===== src/rtl/mmio_pkg.sv =====
// Shared constants for the MMIO port responder: register offsets, bit indices, default window.
// The timer block is built only when MMIO_TIMER_EN is defined.
package mmio_pkg;

  typedef logic [4:0] mmio_off_t;

  localparam logic [31:0] MMIO_BASE_ADDR = 32'hFFFF_0000;

  localparam mmio_off_t MMIO_OFF_PORT_OUT  = 5'h00;
  localparam mmio_off_t MMIO_OFF_PORT_IN   = 5'h04;
  localparam mmio_off_t MMIO_OFF_STATUS    = 5'h08;
  localparam mmio_off_t MMIO_OFF_TMR_COUNT = 5'h0C;
  localparam mmio_off_t MMIO_OFF_TMR_CMP   = 5'h10;
  localparam mmio_off_t MMIO_OFF_CTRL      = 5'h14;

  localparam int STAT_IN_CHG       = 0;
  localparam int STAT_TMR_EXP      = 1;
  localparam int CTRL_TMR_EN       = 0;
  localparam int CTRL_AUTO_RELOAD  = 1;
  localparam int CTRL_IN_CHG_MASK  = 2;
  localparam int CTRL_TMR_EXP_MASK = 3;

  // Word-aligned register offset of a byte address; low two bits are don't-care.
  function automatic mmio_off_t mmio_offset(input logic [31:0] addr);
    return {addr[4:2], 2'b00};
  endfunction

endpackage


===== src/rtl/input_synchronizer.sv =====
// Two-flop synchronizer plus a history flop; changed flags a new synchronized value.
// Reusable for any asynchronous input bus.
module input_synchronizer #(
  parameter int WIDTH = 8
) (
  input  logic             clk,
  input  logic             rst_n,
  input  logic [WIDTH-1:0] d,
  output logic [WIDTH-1:0] q,
  output logic             changed
);

  logic [WIDTH-1:0] s1, s2, s3;

  always_ff @(posedge clk or negedge rst_n) begin
    if (!rst_n) begin
      s1 <= '0;
      s2 <= '0;
      s3 <= '0;
    end else begin
      s1 <= d;
      s2 <= s1;
      s3 <= s2;
    end
  end

  assign q       = s2;
  assign changed = (s2 != s3);

endmodule


===== src/rtl/mmio_port_responder.sv =====
// MMIO responder: output port, synchronized input port with change flag, optional compare timer.
// Define MMIO_TIMER_EN to build the timer (TMR_COUNT, TMR_CMP, TMR_EXP and their CTRL bits).
module mmio_port_responder
  import mmio_pkg::*;
#(
  parameter logic [31:0] BASE_ADDR = MMIO_BASE_ADDR,
  parameter int          IN_WIDTH  = 8
) (
  input  logic                clk,
  input  logic                reset,
  input  logic [31:0]         Address,
  input  logic [31:0]         WriteData,
  input  logic                MemWrite,
  input  logic                MemRead,
  input  logic [IN_WIDTH-1:0] PortIn,
  output logic [31:0]         ReadData,
  output logic                Hit,
  output logic [31:0]         PortOut,
  output logic                Irq
);

  mmio_off_t off;
  logic      wr, wr_out, wr_status, wr_ctrl;
  logic      unused_addr_lsb;

  assign Hit = (Address[31:5] == BASE_ADDR[31:5]);
  assign off = mmio_offset(Address);
  assign unused_addr_lsb = ^Address[1:0];

  assign wr        = MemWrite & Hit;
  assign wr_out    = wr && (off == MMIO_OFF_PORT_OUT);
  assign wr_status = wr && (off == MMIO_OFF_STATUS);
  assign wr_ctrl   = wr && (off == MMIO_OFF_CTRL);

  // Input port
  logic [IN_WIDTH-1:0] in_sync;
  logic                in_changed;
  logic [31:0]         port_in_ext;

  input_synchronizer #(.WIDTH(IN_WIDTH)) u_in_sync (
    .clk     (clk),
    .rst_n   (reset),
    .d       (PortIn),
    .q       (in_sync),
    .changed (in_changed)
  );

  always_comb begin
    port_in_ext = '0;
    port_in_ext[IN_WIDTH-1:0] = in_sync;
  end

  // Output port, change flag and its mask
  logic in_chg, in_chg_mask;

  always_ff @(posedge clk or negedge reset) begin
    if (!reset) begin
      PortOut     <= '0;
      in_chg      <= 1'b0;
      in_chg_mask <= 1'b0;
    end else begin
      if (wr_out)  PortOut     <= WriteData;
      if (wr_ctrl) in_chg_mask <= WriteData[CTRL_IN_CHG_MASK];
      // a new change event beats a same-cycle W1C
      in_chg <= in_changed | (in_chg & ~(wr_status & WriteData[STAT_IN_CHG]));
    end
  end

  // Timer
  logic tmr_en, auto_reload, tmr_exp_mask, tmr_exp;

`ifdef MMIO_TIMER_EN
  logic [31:0] tmr_count, tmr_cmp;
  logic        wr_cmp, match;

  assign wr_cmp = wr && (off == MMIO_OFF_TMR_CMP);
  assign match  = tmr_en && (tmr_count == tmr_cmp);

  always_ff @(posedge clk or negedge reset) begin
    if (!reset) begin
      tmr_count    <= '0;
      tmr_cmp      <= '0;
      tmr_en       <= 1'b0;
      auto_reload  <= 1'b0;
      tmr_exp_mask <= 1'b0;
      tmr_exp      <= 1'b0;
    end else begin
      if (wr_cmp) tmr_cmp <= WriteData;
      // a CTRL write overrides whatever the compare logic would do this cycle
      if (wr_ctrl) begin
        tmr_count    <= '0;
        tmr_en       <= WriteData[CTRL_TMR_EN];
        auto_reload  <= WriteData[CTRL_AUTO_RELOAD];
        tmr_exp_mask <= WriteData[CTRL_TMR_EXP_MASK];
      end else if (match) begin
        if (auto_reload) tmr_count <= '0;
        else             tmr_en    <= 1'b0;
      end else if (tmr_en) begin
        tmr_count <= tmr_count + 32'd1;
      end
      tmr_exp <= match | (tmr_exp & ~(wr_status & WriteData[STAT_TMR_EXP]));
    end
  end
`else
  assign tmr_en       = 1'b0;
  assign auto_reload  = 1'b0;
  assign tmr_exp_mask = 1'b0;
  assign tmr_exp      = 1'b0;
`endif

  always_ff @(posedge clk or negedge reset) begin
    if (!reset) Irq <= 1'b0;
    else        Irq <= (in_chg & in_chg_mask) | (tmr_exp & tmr_exp_mask);
  end

  // Read mux shows pre-write state, so a simultaneous store is invisible this cycle
  always_comb begin
    ReadData = '0;
    if (MemRead && Hit) begin
      case (off)
        MMIO_OFF_PORT_OUT:  ReadData = PortOut;
        MMIO_OFF_PORT_IN:   ReadData = port_in_ext;
        MMIO_OFF_STATUS:    ReadData = {30'd0, tmr_exp, in_chg};
`ifdef MMIO_TIMER_EN
        MMIO_OFF_TMR_COUNT: ReadData = tmr_count;
        MMIO_OFF_TMR_CMP:   ReadData = tmr_cmp;
`endif
        MMIO_OFF_CTRL:      ReadData = {28'd0, tmr_exp_mask, in_chg_mask, auto_reload, tmr_en};
        default:            ReadData = '0;
      endcase
    end
  end

endmodule


===== config.mk =====
export PLATFORM = sky130hd
export DESIGN_NAME = mmio_port_responder
export DESIGN_NICKNAME = d
export VERILOG_FILES = /design/src/rtl/mmio_pkg.sv /design/src/rtl/input_synchronizer.sv /design/src/rtl/mmio_port_responder.sv
export SDC_FILE = /design/constraint.sdc
export NUM_CORES = 1
export LEC_CHECK = 0
export BUFFER_PORTS_ARGS = -buffer_cell sky130_fd_sc_hd__buf_2
export CAP_MARGIN = 20
export CELL_PAD_IN_SITES_DETAIL_PLACEMENT = 1
export CELL_PAD_IN_SITES_GLOBAL_PLACEMENT = 1
export CORE_MARGIN = 3
export CORE_UTILIZATION = 27
export CTS_BUF_LIST = sky130_fd_sc_hd__clkbuf_2 sky130_fd_sc_hd__clkbuf_4 sky130_fd_sc_hd__clkbuf_8
export DETAILED_ROUTE_END_ITERATION = 6
export MAX_ROUTING_LAYER = met4
export PLACE_DENSITY_LB_ADDON = 0.08
export SYNTH_ARGS = -nofsm -noshare
export SYNTH_HDL_FRONTEND = slang
export SYNTH_SLANG_ARGS = --single-unit

===== constraint.sdc =====
create_clock -name clk -period 2.3 [get_ports clk]
set_input_delay 0.115 -clock clk [delete_from_list [all_inputs] [get_ports clk]]
set_output_delay 0.115 -clock clk [all_outputs]
set_load 0.05 [all_outputs]

**Word-level counts from Yosys, hierarchy flattened**

Cells that the tools add are included.

- Equal/unequal tests: 5
- Muxes and demuxes: 2
- Reductions and logical operators: 5
- Bitwise operators: 6

Operators by type and width:

| cell | count |
|---|---|
| $pmux 32 s4 | 1 |
| $mux 32 | 1 |
| $eq 27x27->1 const B | 1 |
| $ne 8x8->1 | 1 |
| $logic_not 5->1 | 1 |
| $and 1x1->1 | 4 |
| $logic_and 1x1->1 | 4 |
| $eq 3x1->1 const B | 1 |
| $eq 3x2->1 const B | 1 |
| $eq 3x3->1 const B | 1 |
| $not 1->1 | 1 |
| $or 1x1->1 | 1 |

- Output and inout port bits: 66
- Bits of input ports: 76
- Register bits: 59

**Logic depth before layout (Yosys ltp)**

- Depth after elaboration: 7
- Gate-level depth with buffers: 6
- Mapped depth without buffers: 4

**Modules after synthesis**

Synthesis repeated with hierarchy kept, for this count alone.

- Cell total of the unflattened synthesis: 180
- Area, all modules: 2583.7 µm²

Modules (own cells, without submodules):

| module | cells an instance | instances | area each (µm²) |
|---|---|---|---|
| mmio_port_responder | 145 | 1 | 1896.8 |
| input_synchronizer | 35 | 1 | 686.9 |

**Worst setup path before layout**

OpenSTA, ideal clock, no wires.

- Path type: input to output
- Start: input Address[6]
- End: output ReadData[0]
- Required time: 2.185 ns
- Path buffers: 1
- Arrival time: 3.064 ns
- Slack: -0.879 ns
- Cell stages on the path: 5
- Cells stage by stage: or4_1 -> or4_1 -> buf_2 -> nor3_1 -> and4b_1

- Cells in the longest elaborated chain, start to end: 3

Ends and longest elaborated chain:

| what | line | text |
|---|---|---|
| start: declaration | mmio_port_responder.sv:11 | `input logic [31:0] Address,` |
| $eq 27x27->1 | mmio_port_responder.sv:26 | `assign Hit = (Address[31:5] == BASE_ADDR[31:5]);` |
| via Hit | mmio_port_responder.sv:17 | `output logic Hit,` |
| $logic_and 1x1->1 | mmio_port_responder.sv:119 | `if (MemRead && Hit) begin` |
| $mux 32 | mmio_port_responder.sv:119 |  |
| end: declaration | mmio_port_responder.sv:16 | `output logic [31:0] ReadData,` |

The timed path passes the listed nets, and every way through them passes these cells.

**Worst setup path after layout**

- Start: input Address[6]
- End: output ReadData[4]

- Cells in the longest elaborated chain, start to end: 3

Ends and longest elaborated chain:

| what | line |
|---|---|
| $eq 27x27->1 | mmio_port_responder.sv:26 |
| $logic_and 1x1->1 | mmio_port_responder.sv:119 |
| $mux 32 | mmio_port_responder.sv:119 |

No other way between the ends.

==> metrics.cfg <==
[final_layout]
num-fill-cells=973
fin_nets=430
drive_gt1_share_pct=64.1
ff_latch_area_um2=1480
area_growth_pct=64.6
final_cells=467
final_util_pct=46.1
multi_input_area_um2=1020
antennaDiodeCount=0

[timing]
slew_headroom_pct=41.2
whs_ns=0.0191
period_minus_slack_ns=2.24
grt_setup_unrepaired=no
finalHoldViolations=0
fin_crit_sh_pct=97.5
drv_slew=0
fmaxAchievable_mhz=446
tightest_slew_ns=0.882
fin_skew_ns=0.00401
setup_viol=0

[die]
placementRows=34
start_util_pct=28.0
die_x_um=101
io_pins=142
fp.dieArea_um2=10300
core_area_um2=8760
chipHeight_um=101

[logic_synthesis]
synth_compound_area_share_pct=0.765
ys_types=27
yosys_warnings=0
yosys-top-cells-area=dfrtp_1, mux2_2, and2_1, mux2i_1, xor2_1
synthSimpleGateAreaFrac_pct=15.6
synth_fa_ha_area_share_pct=0
yosys.area.top_type_share_pct=60.2
synthFlopType=dfrtp_1
avgSynthCellArea_um2=13.7
synthMuxAreaShare_pct=18.4
synthTopCellsByCount=dfrtp_1, mux2_2, and2_1, mux2i_1, xor2_1
syn_nets=255
synth_edf_count=0
synthCells=179
synth-xor-area-share_pct=2.86
synthArstFlopShare_pct=100
seq_area_frac_synth_pct=60.2
synth_top_cell_by_area=dfrtp_1
yosysMostFrequentCell=dfrtp_1
syn-cell-area_um2=2450
synth_top_family_by_area=multiplexers
synth-seq-cells=59

[cts]
clkLatencyLatePin_ns=0.32
path_clk_slew_ns=0.06
cts.path.max_buffers=2
htree_levels=3
cts_sinks=59
cts_made_buffers=9
clockRootBuffer=clkbuf_8
cts_tree=yes

[setup_path]
max_stage_delay_ns=0.53
end_kind=output pin
path_cells=buf_2, or4_1, or4_1, or4_1, buf_6, nor2_4, buf_4
start_kind=input pin
timing_worst_setup_path_type=in -> out
critPathSlowestCell=or4_1
arrival_ns=2.13
path_max_fanout=6
crit_top_cell=or4_1
required_ns=2.18

[power_and_ir_drop]
leakage_nw=2.12
p_total_mw=2.06
ir_worst_vdd_v=0.000330
power_density_nw_per_um2=509

[global_route]
grt_remaining_overflow=0
grtUsageTotal_pct=15.0
grt_antenna_before_repair=0
grt_max_degree=39
grt_pass1_vias=2293
grt_pass1_wl_mm=11.4

[routing]
drt_first_pass_iters=4
vias_per_cell=4.51
routedWlPerCell_um=15.6
vias=2107
drc=0
postRouteAntennaNets=0
wirelength_mm=7.26
drt-initial-drc-count=25

[run]
maxCapViolCount=0

[min_path]
hp-class=in -> reg

[run_status]
outcome=completed

[placed_design]
dp_hpwl_mm=5.26
dp.cells=427
gp_congestion=0.804
io_buffers=139

==> registers in the layout, indices dropped and copies added (netlist names) <==
| register | flops |
|---|---|
| PortOut | 32 |
| u_in_sync.q | 8 |
| u_in_sync.s1 | 8 |
| u_in_sync.s3 | 8 |
| Irq | 1 |
| in_chg | 1 |
| in_chg_mask | 1 |
==> final cells by class <==
class,count,area share (%)
Tap cell,108,3.35
Sequential cell,59,36.6
Clock inverter,5,0.682
Timing Repair Buffer,172,30.5
Clock buffer,11,3.75
Multi-Input combinational cell,112,25.2
==> cells in the final DEF (no fill, tap or decap), types with 2 or more instances in the layout <==
master	Yosys	final
and2_1	25	5
and2_2	0	20
buf_12	0	2
buf_2	1	108
buf_4	0	8
buf_6	3	30
clkbuf_8	0	11
clkinv_2	0	4
dfrtp_1	59	59
dlygate4sd3_1	0	22
mux2_2	33	33
mux2i_1	8	8
nand2_1	2	2
nand3_1	4	4
nand3b_1	2	2
nand4_1	4	4
nor2_4	0	6
nor4_1	4	4
nor4_4	1	2
o21ai_0	2	2
or4_1	3	3
xor2_1	8	8
==> per-stage QoR <==
step	cell area, µm²	setup WS [ns]	setup TNS (ns)
floorplan	2550	0.0462	0
global placement	3420	-0.0923	-4.43
detailed placement	3420	-0.124	-5.01
CTS	3970	-0.00223	-0.00284
global route	4040	0.000226	0
finish	4040	0.0585	0
==> path summary, 6_finish.rpt <==
kind	from	endpoint	slack (ns)	depth (start not counted)
setup / recovery	Address[6]	ReadData[4]	0.06	7
hold / removal	WriteData[12]	PortOut[12]	0.02	2
setup reg to reg	u_in_sync.q[5]	in_chg	1.21	3
hold reg to reg	u_in_sync.s1[5]	u_in_sync.q[5]	0.34	0
max in group asynchronous	reset	PortOut[3]	1.14	3
min in group asynchronous	reset	u_in_sync.s1[2]	0.45	2
==> report_power, final <==
part	leakage [nW]	internal, mW	switching [mW]	total (mW)
clock network	0.0949	0.441	0.389	0.830
logic	1.26	0.0867	0.0675	0.154
registers	0.764	1.06	0.0118	1.07
==> layer usage <==
metal	global-route usage, %	vias to the layer above	routed length [µm]
li1	-	979	-
met1	17.2	1041	2950
met2	25.2	77	3820
met3	4.48	10	411
met4	4.70	0	86
met5	-	-	0
==> logic make-up (layout without fill, tap and decap cells) <==
| kind of cell | after synthesis | after routing |
|---|---|---|
| DFF | 59 | 59 |
| xor gates and xnor gates | 8 | 8 |
| AOI/OAI and AO/OA | 3 | 3 |
| and+or+nand+nor | 60 | 60 |
| buffers and inverters | 8 | 188 |
| muxes | 41 | 41 |
==> timing repair <==
| action | 4_1_cts | 5_1_grt |
|---|---|---|
| cloned | 0 | 1 |
| endpoints found under the hold margin | 56 | 1 |
| setup endpoints to repair | 30 | 31 |
| buffers inserted | 0 | 1 |
| hold buffers | 21 | 1 |
| gates resized for setup | 54 | 7 |
| pin swaps | 0 | 1 |
==> critical path: cells and delay by family <==
kind	cells	cell delay (ns)
AND/OR/NAND/NOR	4	1.53
buffers and inverters	3	0.46
(Power assumes the default switching activity.)
